===== src/rtl/branch_redirect_ctrl.sv =====
`default_nettype none
// ============================================================================
//  Module   : branch_redirect_ctrl
//  Purpose  : Sequences EX-stage control-flow changes. Combines the branch
//             unit's taken decision with JAL/JALR decode, requests a PC
//             redirect from fetch over valid/ready, stalls EX until the
//             redirect is accepted, then flushes IF/ID for FLUSH_CYCLES
//             cycles. Counts accepted redirects (saturating).
//  Ports    : clk_in, rst_n_in          - clock, async active-low reset
//             ex_valid_in               - EX holds a valid instruction
//             opcode_6_to_2_in[4:0]     - opcode[6:2] of the EX instruction
//             branch_taken_in           - branch unit result
//             target_pc_in[XLEN-1:0]    - computed branch/jump target
//             redirect_ready_in         - fetch accepts the redirect
//             redirect_valid_out        - redirect request pending
//             redirect_pc_out[XLEN-1:0] - registered redirect target
//             stall_out                 - hold EX and earlier stages
//             flush_out                 - squash IF/ID contents
//             misaligned_out            - 1-cycle pulse, target not aligned
//             redirect_count_out[15:0]  - saturating accepted-redirect count
//  Revision : 1.0 - initial release
// ============================================================================
module branch_redirect_ctrl #(
    parameter int FLUSH_CYCLES = 2,
    parameter int XLEN         = 32
) (
    input  logic            clk_in,
    input  logic            rst_n_in,
    input  logic            ex_valid_in,
    input  logic [4:0]      opcode_6_to_2_in,
    input  logic            branch_taken_in,
    input  logic [XLEN-1:0] target_pc_in,
    input  logic            redirect_ready_in,
    output logic            redirect_valid_out,
    output logic [XLEN-1:0] redirect_pc_out,
    output logic            stall_out,
    output logic            flush_out,
    output logic            misaligned_out,
    output logic [15:0]     redirect_count_out
);

    localparam logic [4:0]  c_OP_BRANCH  = 5'b11000;
    localparam logic [4:0]  c_OP_JALR    = 5'b11001;
    localparam logic [4:0]  c_OP_JAL     = 5'b11011;
    localparam logic [3:0]  c_FLUSH_LOAD = 4'(FLUSH_CYCLES);
    localparam logic [15:0] c_COUNT_MAX  = 16'hFFFF;

    typedef enum logic [1:0] {
        ST_IDLE  = 2'd0,
        ST_REQ   = 2'd1,
        ST_FLUSH = 2'd2
    } state_t;

    state_t          r_state;
    state_t          w_state_next;

    logic [3:0]      r_flush_cnt;
    logic [3:0]      w_flush_cnt_next;
    logic [XLEN-1:0] r_redirect_pc;
    logic [XLEN-1:0] w_redirect_pc_next;
    logic [15:0]     r_count;
    logic            r_valid;
    logic            r_stall;
    logic            r_flush;
    logic            r_misaligned;
    logic            w_valid_next;
    logic            w_stall_next;
    logic            w_flush_next;
    logic            w_misaligned_next;
    logic            w_accept;

    logic            w_is_branch;
    logic            w_is_jal;
    logic            w_is_jalr;
    logic            w_redirect_req;
    logic [XLEN-1:0] w_eff_target;

    // Decode and effective target. JALR drops bit 0 of the target; any
    // remaining bit 1 means the target is not 4-byte aligned.
    always_comb begin
        w_is_branch    = (opcode_6_to_2_in == c_OP_BRANCH);
        w_is_jal       = (opcode_6_to_2_in == c_OP_JAL);
        w_is_jalr      = (opcode_6_to_2_in == c_OP_JALR);
        w_redirect_req = ex_valid_in &&
                         ((w_is_branch && branch_taken_in) || w_is_jal || w_is_jalr);
        w_eff_target   = target_pc_in;
        if (w_is_jalr) begin
            w_eff_target[0] = 1'b0;
        end
    end

    // Next-state and next-output logic. Every output is the registered
    // version of these next values, so inputs never reach outputs directly.
    always_comb begin
        w_state_next       = r_state;
        w_flush_cnt_next   = r_flush_cnt;
        w_redirect_pc_next = r_redirect_pc;
        w_valid_next       = 1'b0;
        w_stall_next       = 1'b0;
        w_flush_next       = 1'b0;
        w_misaligned_next  = 1'b0;
        w_accept           = 1'b0;

        case (r_state)
            ST_IDLE: begin
                if (w_redirect_req) begin
                    if (w_eff_target[1]) begin
                        w_misaligned_next = 1'b1;
                    end else begin
                        w_redirect_pc_next = w_eff_target;
                        w_state_next       = ST_REQ;
                        w_valid_next       = 1'b1;
                        w_stall_next       = 1'b1;
                        w_flush_next       = 1'b1;
                    end
                end
            end

            ST_REQ: begin
                if (redirect_ready_in) begin
                    w_accept         = 1'b1;
                    w_state_next     = ST_FLUSH;
                    w_flush_cnt_next = c_FLUSH_LOAD;
                    w_flush_next     = 1'b1;
                end else begin
                    w_valid_next = 1'b1;
                    w_stall_next = 1'b1;
                    w_flush_next = 1'b1;
                end
            end

            ST_FLUSH: begin
                // The counter holds the number of FLUSH cycles still to run,
                // including the current one; leave on the edge where it is 1.
                if (r_flush_cnt <= 4'd1) begin
                    w_flush_cnt_next = 4'd0;
                    w_state_next     = ST_IDLE;
                end else begin
                    w_flush_cnt_next = r_flush_cnt - 4'd1;
                    w_flush_next     = 1'b1;
                end
            end

            default: begin
                w_state_next     = ST_IDLE;
                w_flush_cnt_next = 4'd0;
            end
        endcase
    end

    always_ff @(posedge clk_in or negedge rst_n_in) begin
        if (!rst_n_in) begin
            r_state <= ST_IDLE;
        end else begin
            r_state <= w_state_next;
        end
    end

    always_ff @(posedge clk_in or negedge rst_n_in) begin
        if (!rst_n_in) begin
            r_flush_cnt   <= 4'd0;
            r_redirect_pc <= '0;
            r_valid       <= 1'b0;
            r_stall       <= 1'b0;
            r_flush       <= 1'b0;
            r_misaligned  <= 1'b0;
        end else begin
            r_flush_cnt   <= w_flush_cnt_next;
            r_redirect_pc <= w_redirect_pc_next;
            r_valid       <= w_valid_next;
            r_stall       <= w_stall_next;
            r_flush       <= w_flush_next;
            r_misaligned  <= w_misaligned_next;
        end
    end

    // Count only moves on an acceptance below the saturation value.
    always_ff @(posedge clk_in or negedge rst_n_in) begin
        if (!rst_n_in) begin
            r_count <= 16'd0;
        end else if (w_accept && (r_count != c_COUNT_MAX)) begin
            r_count <= r_count + 16'd1;
        end
    end

    assign redirect_valid_out = r_valid;
    assign redirect_pc_out    = r_redirect_pc;
    assign stall_out          = r_stall;
    assign flush_out          = r_flush;
    assign misaligned_out     = r_misaligned;
    assign redirect_count_out = r_count;

endmodule
`default_nettype wire


===== config.mk =====
export PLATFORM = sky130hd
export DESIGN_NAME = branch_redirect_ctrl
export DESIGN_NICKNAME = d
export VERILOG_FILES = /design/src/rtl/branch_redirect_ctrl.sv
export SDC_FILE = /design/constraint.sdc
export NUM_CORES = 1
export LEC_CHECK = 0
export ABC_AREA = 1
export CORE_MARGIN = 2
export CORE_UTILIZATION = 35
export CTS_CLUSTER_DIAMETER = 30
export DETAILED_ROUTE_END_ITERATION = 8
export MAX_ROUTING_LAYER = met4
export SYNTH_ARGS = -nofsm -noshare
export SYNTH_HDL_FRONTEND = slang
export SYNTH_SLANG_ARGS = --single-unit

===== constraint.sdc =====
create_clock -name clk_in -period 2.1 [get_ports clk_in]
set_input_delay 0.42 -clock clk_in [delete_from_list [all_inputs] [get_ports clk_in]]
set_output_delay 0.42 -clock clk_in [all_outputs]
set_load 0.01 [all_outputs]

==> results.ini, run 1 <==
[detailed_routing]
wl_per_cell_um=12.3
vias=2509
drc=0
drtPass1Iterations=4
via_per_inst=4.52
first_iter_violations=98
wirelength_um=6800
antenna_left=0

[placement]
place_ws_ns=-0.125
gp_congestion=0.869
dp_cells=547
dpl_cell_area_um2=3890
dpl.hpwl_um=4970
io_buffer_count=92

[finish]
diodes=0
drive_gt1_share_pct=9.27
finish.net_count=501
final_cell_area_um2=4010
area_growth_pct=42.5
stdcell_count=555

[hold_path]
hold_class=in2async

[synth]
synth_most_common_cell=nand2_1
synth_seq_cells=56
synthFlopType=dfrtp_1
avgSynthCellArea_um2=7.96
synth-edff-count=0
synth_warnings=0
ys_top_cells_by_area=dfrtp_1 (50%), nand2_1 (23%), inv_1 (3.5%)
yosysSeqAreaShare_pct=49.8
postSynth.asyncResetShare_pct=100
synth_cell_type_count=28
syn-cell-area_um2=2820
netlist_instances=354
synth_top_area_share_pct=49.8
synth_commonest_cells=nand2_1 (170), dfrtp_1 (56), inv_1 (26)
yosysTopAreaCell=dfrtp_1
synth.net_count=403

[clocking]
clk_latency_ns=0.31
htreeDepth=2
cts_tree=yes
root_buffer=clkbuf_8
cts_buffers=5
cts_setup_buffers=0
clk_pin_slew_ns=0.10
cts_buffer_depth=2
clock-sinks=56

[grt]
antenna_found_initial=0
grt_pass1_wl_um=11400
grt_pass1_vias=2448
grt_max_degree=57
track_usage_pct=16.9
overflow=0

[die]
rows=32
die_w_um=93.7
die_area_um2=8780
die_y_um=93.7
initial_utilization_pct=36.3
io_pins=94
core_um2=7770

[worst_setup_path]
crit_path_max_incr_delay_ns=0.58
crit_family=buffers and inverters
worstPathRequired_ns=1.68
critPathKind=reg2out
path_buf_inv=1
critPathMaxFanout=6
critPathArrivalTime_ns=1.37
end_kind=output pin
startpoint_type=flip-flop
cp_slowest_cell=clkdlybuf4s50_1
crit_chain=clkdlybuf4s50_1

[power]
cellLeakagePower_nw=1.92
ir_worst_vdd_v=0.000448
pwr_density_cell_nw_per_um2=1060
p_total_mw=4.25

[sta]
tightest_slew_ns=0.633
max_freq_mhz=560
layout_min_cycle_time_ns=1.79
timing.final.crit_share_pct=85.1
rsz0062_at_grt=false
final.setup.worst_slack_ns=0.314
clock_skew_ns=0.00640
drv_slew=0
setup_viol=0
hold_viol_final=0
slew_headroom_pct=57.7
fin_setup_tns_ns=0

[run]
drv_cap=0

[status]
status=finished clean

-- timing repair --
item / 4_1_cts / 5_1_grt
hold buffers: 0 / 0
endpoints found under the setup margin: 0 / 14
gates resized for setup: 0 / 1
-- stage by stage --
stage               hold WS [ns]  utilization, %
global placement           0.450            50.0
global route               0.116            51.7
floorplan                  0.124               -
CTS                        0.105            51.6
finish                    0.0643            51.7
detailed placement         0.448            50.0
-- power breakdown --
part           internal, mW  leakage, nW  switching (mW)  total (mW)
Sequential             1.42        0.741           0.257        1.67
Combinational         0.944         1.12           0.873        1.82
Clock                 0.391       0.0614           0.366       0.757
Total                  2.75         1.92            1.50        4.25
-- cell type report --
cell class / count / area [um2]
Multi-Input combinational cell: 260 / 1250
Tap cell: 102 / 128
Clock buffer: 6 / 82.6
Sequential cell: 56 / 1400
Inverter: 27 / 101
Timing Repair Buffer: 102 / 1020
Fill cell: 758 / 3750
Clock inverter: 2 / 38.8
-- worst paths after layout --
kind / startpoint / end / slack, ns / depth (start not counted)
min in group clk_in: redirect_pc_out[21] / redirect_pc_out[21] / 0.49 / 2
worst min register to register: redirect_pc_out[21] / redirect_pc_out[21] / 0.49 / 2
worst min-delay path: rst_n_in / r_flush_cnt[0] / 0.06 / 2
max in group asynchronous: rst_n_in / flush_out / 1.74 / 2
worst max-delay path: redirect_count_out[2] / redirect_count_out[2] / 0.31 / 1
worst max register to register: redirect_count_out[1] / redirect_count_out[9] / 0.41 / 8
-- flip-flops by register name, indices dropped and copies added, names as in the netlist --
register and cells:
redirect_pc_out 31, redirect_count_out 16, r_flush_cnt 4, r_state 2, flush_out 1, misaligned_out 1
stall_out 1
-- layout by cell type (no fill, tap or decap), drive strengths merged, types with 2 or more instances in the layout --
cell / count
a21oi: 2
buf: 11
clkbuf: 6
clkdlybuf4s50: 91
dfrtp: 56
ha: 7
inv: 27
nand2: 179
nand3: 11
nand4: 7
nor2: 25
o21ai: 16
xnor2: 3
xor2: 3
-- routing by layer --
metal  GRT usage [%]  share of wire, %
met5               -                 0
met3            6.98               9.7
met2            24.5                42
met1            22.1                47
met4            4.35               1.1
-- logic make-up (layout without fill, tap and decap cells) --
group,Yosys count,after routing,share of synthesized area [%]
other,1,1,0.133
AO/OA/AOI/OAI,22,22,5.60
AND/OR/NAND/NOR,224,224,33.1
flip-flops,56,56,49.8
XOR/XNOR,6,6,1.87
buffers and inverters,38,137,6.40
adder cells (fa/ha/maj),7,7,3.11
Note: power is estimated with default switching activity, not from simulation.
==> run 2, diff against run 1 <==
- RECOVER_POWER: unset -> 100
==> run 2 against run 1 <==
Die area unchanged; largest cell class unchanged; fmax down 4.9%; critical endpoint is now redirect_count_out[4]; register-to-register slack worse by 0.10 ns.
==> results.ini, run 2 (synthesis gave the netlist of run 1 again) <==
[power]
pwr_density_cell_nw_per_um2=1030  ; -2.7%
p_total_mw=4.08  ; -3.9%
cellLeakagePower_nw=2.02  ; +5.3%
ir_worst_vdd_v=0.000440  ; -1.7%

[grt]
grt_pass1_wl_um=11400  ; unchanged
overflow=0  ; unchanged
antenna_found_initial=0  ; unchanged
grt_max_degree=57  ; unchanged
track_usage_pct=16.9  ; unchanged
grt_pass1_vias=2448  ; unchanged

[detailed_routing]
highest_layer=met4
wl_per_cell_um=12.2  ; about the same
drc=0  ; unchanged
wl_met2_um=2830  ; -1.1%
wl_met1_um=3250  ; +1.2%
met3_wirelength_um=650  ; -1.7%
drtPass1Iterations=4  ; unchanged
antenna_left=0  ; unchanged
vias=2508  ; -0.040%
first_iter_violations=95  ; -3.1%
via_per_inst=4.52  ; about the same
wirelength_um=6800  ; about the same

[finish]
diodes=0  ; unchanged
utilization_pct=51.0  ; -0.64 points
most-common-layout-cells=nand2_1 (175), dfrtp_1 (56), dlygate4sd3_1 (52)
final_common_cell=nand2_1
final_cell_area_um2=3960  ; -1.2%
largest_reg_flops=31  ; unchanged
stdcell_count=555  ; unchanged
finish.net_count=501  ; unchanged
drive_gt1_share_pct=7.06  ; -2.2 points
area_growth_pct=40.7

[worst_setup_path]
r2r_slack_ns=0.31  ; -0.10 ns
reg2reg_depth=7  ; -1
reg2reg_to=redirect_count_out[2]
worstPathRequired_ns=1.68  ; about the same
reg2reg_from=redirect_count_out[1]
startpoint_type=flip-flop
critPathArrivalTime_ns=1.46  ; +0.09 ns
crit_start=redirect_count_out[4]
critPathMaxFanout=4  ; -2
crit_end=redirect_count_out[4]
end_kind=output pin
critPathKind=reg2out

[clocking]
cts_setup_buffers=0  ; unchanged
htreeDepth=2  ; unchanged
clock-sinks=56  ; unchanged
cts_buffers=5  ; unchanged
cts_buffer_depth=2  ; unchanged
root_buffer=clkbuf_8
clk_latency_ns=0.31  ; about the same
cts_tree=yes
clk_pin_slew_ns=0.10  ; about the same

[sta]
hold_ws_ns=0.479  ; +0.415 ns
clock_skew_ns=0.00703  ; +0.000624 ns
rsz0062_at_grt=false
tightest_slew_ns=1.40  ; +0.772 ns
slew_headroom_pct=6.34  ; -51 points
hold_viol_final=0  ; unchanged
setup_viol=0  ; unchanged
layout_min_cycle_time_ns=1.88  ; +0.0930 ns
fin_setup_tns_ns=0  ; unchanged
max_freq_mhz=532  ; -4.9%
final.setup.worst_slack_ns=0.221  ; -0.0930 ns
drv_slew=0  ; unchanged
timing.final.crit_share_pct=89.5  ; +4.4 points

[placement]
dp_cells=547  ; unchanged
place_ws_ns=-0.125  ; unchanged
io_buffer_count=92  ; unchanged
gp_congestion=0.869  ; unchanged
dpl_cell_area_um2=3890  ; unchanged
dpl.hpwl_um=4970  ; unchanged

[die]
io_pins=94  ; unchanged
die_y_um=93.7  ; unchanged
initial_utilization_pct=36.3  ; unchanged
die_w_um=93.7  ; unchanged
core_um2=7770  ; unchanged
die_area_um2=8780  ; unchanged
rows=32  ; unchanged

[hold_path]
hold_class=in2async

[status]
status=finished clean

[run]
drv_cap=0  ; unchanged

[run 2: layout make-up]
cell class              count  area, um2
clock buffers               6       82.6
fillers                   768       3800
clock inverters             2       38.8
inverters                  27        101
flip-flops and latches     56       1400
repair buffers            102        990
multi-input cells         260       1220
well taps                 102        128
[run 2: timing repair]
action,CTS,global route
hold buffers,0,0
endpoints found under the setup margin,0,14
gates resized for setup,0,1
[run 2: critical path, stage by stage (launching register included)]
cell	delay (ns)
dfrtp_1	0.40
buf_4	0.15
dlygate4sd3_1	0.60
[run 2: metal layers]
layer / vias to the layer above / GRT usage, %
li1: 1286 / -
met1: 1132 / 22.1
met2: 85 / 24.5
met3: 5 / 6.98
met4: 0 / 4.35
met5: - / -
[run 2: worst min-delay path by stage]
stage	start	end	slack [ns]	cells past startpoint
floorplan	rst_n_in	flush_out	0.12	0
finish	rst_n_in	r_flush_cnt[0]	0.48	2
global route	redirect_pc_out[29]	redirect_pc_out[29]	0.50	2
CTS	rst_n_in	r_flush_cnt[0]	0.11	2
global placement	rst_n_in	r_flush_cnt[0]	0.45	2
detailed placement	rst_n_in	r_flush_cnt[0]	0.45	2
[run 2: where the power goes]
part           switching [mW]  internal (mW)
sequential              0.245           1.42
combinational           0.855          0.807
clock                   0.368          0.391
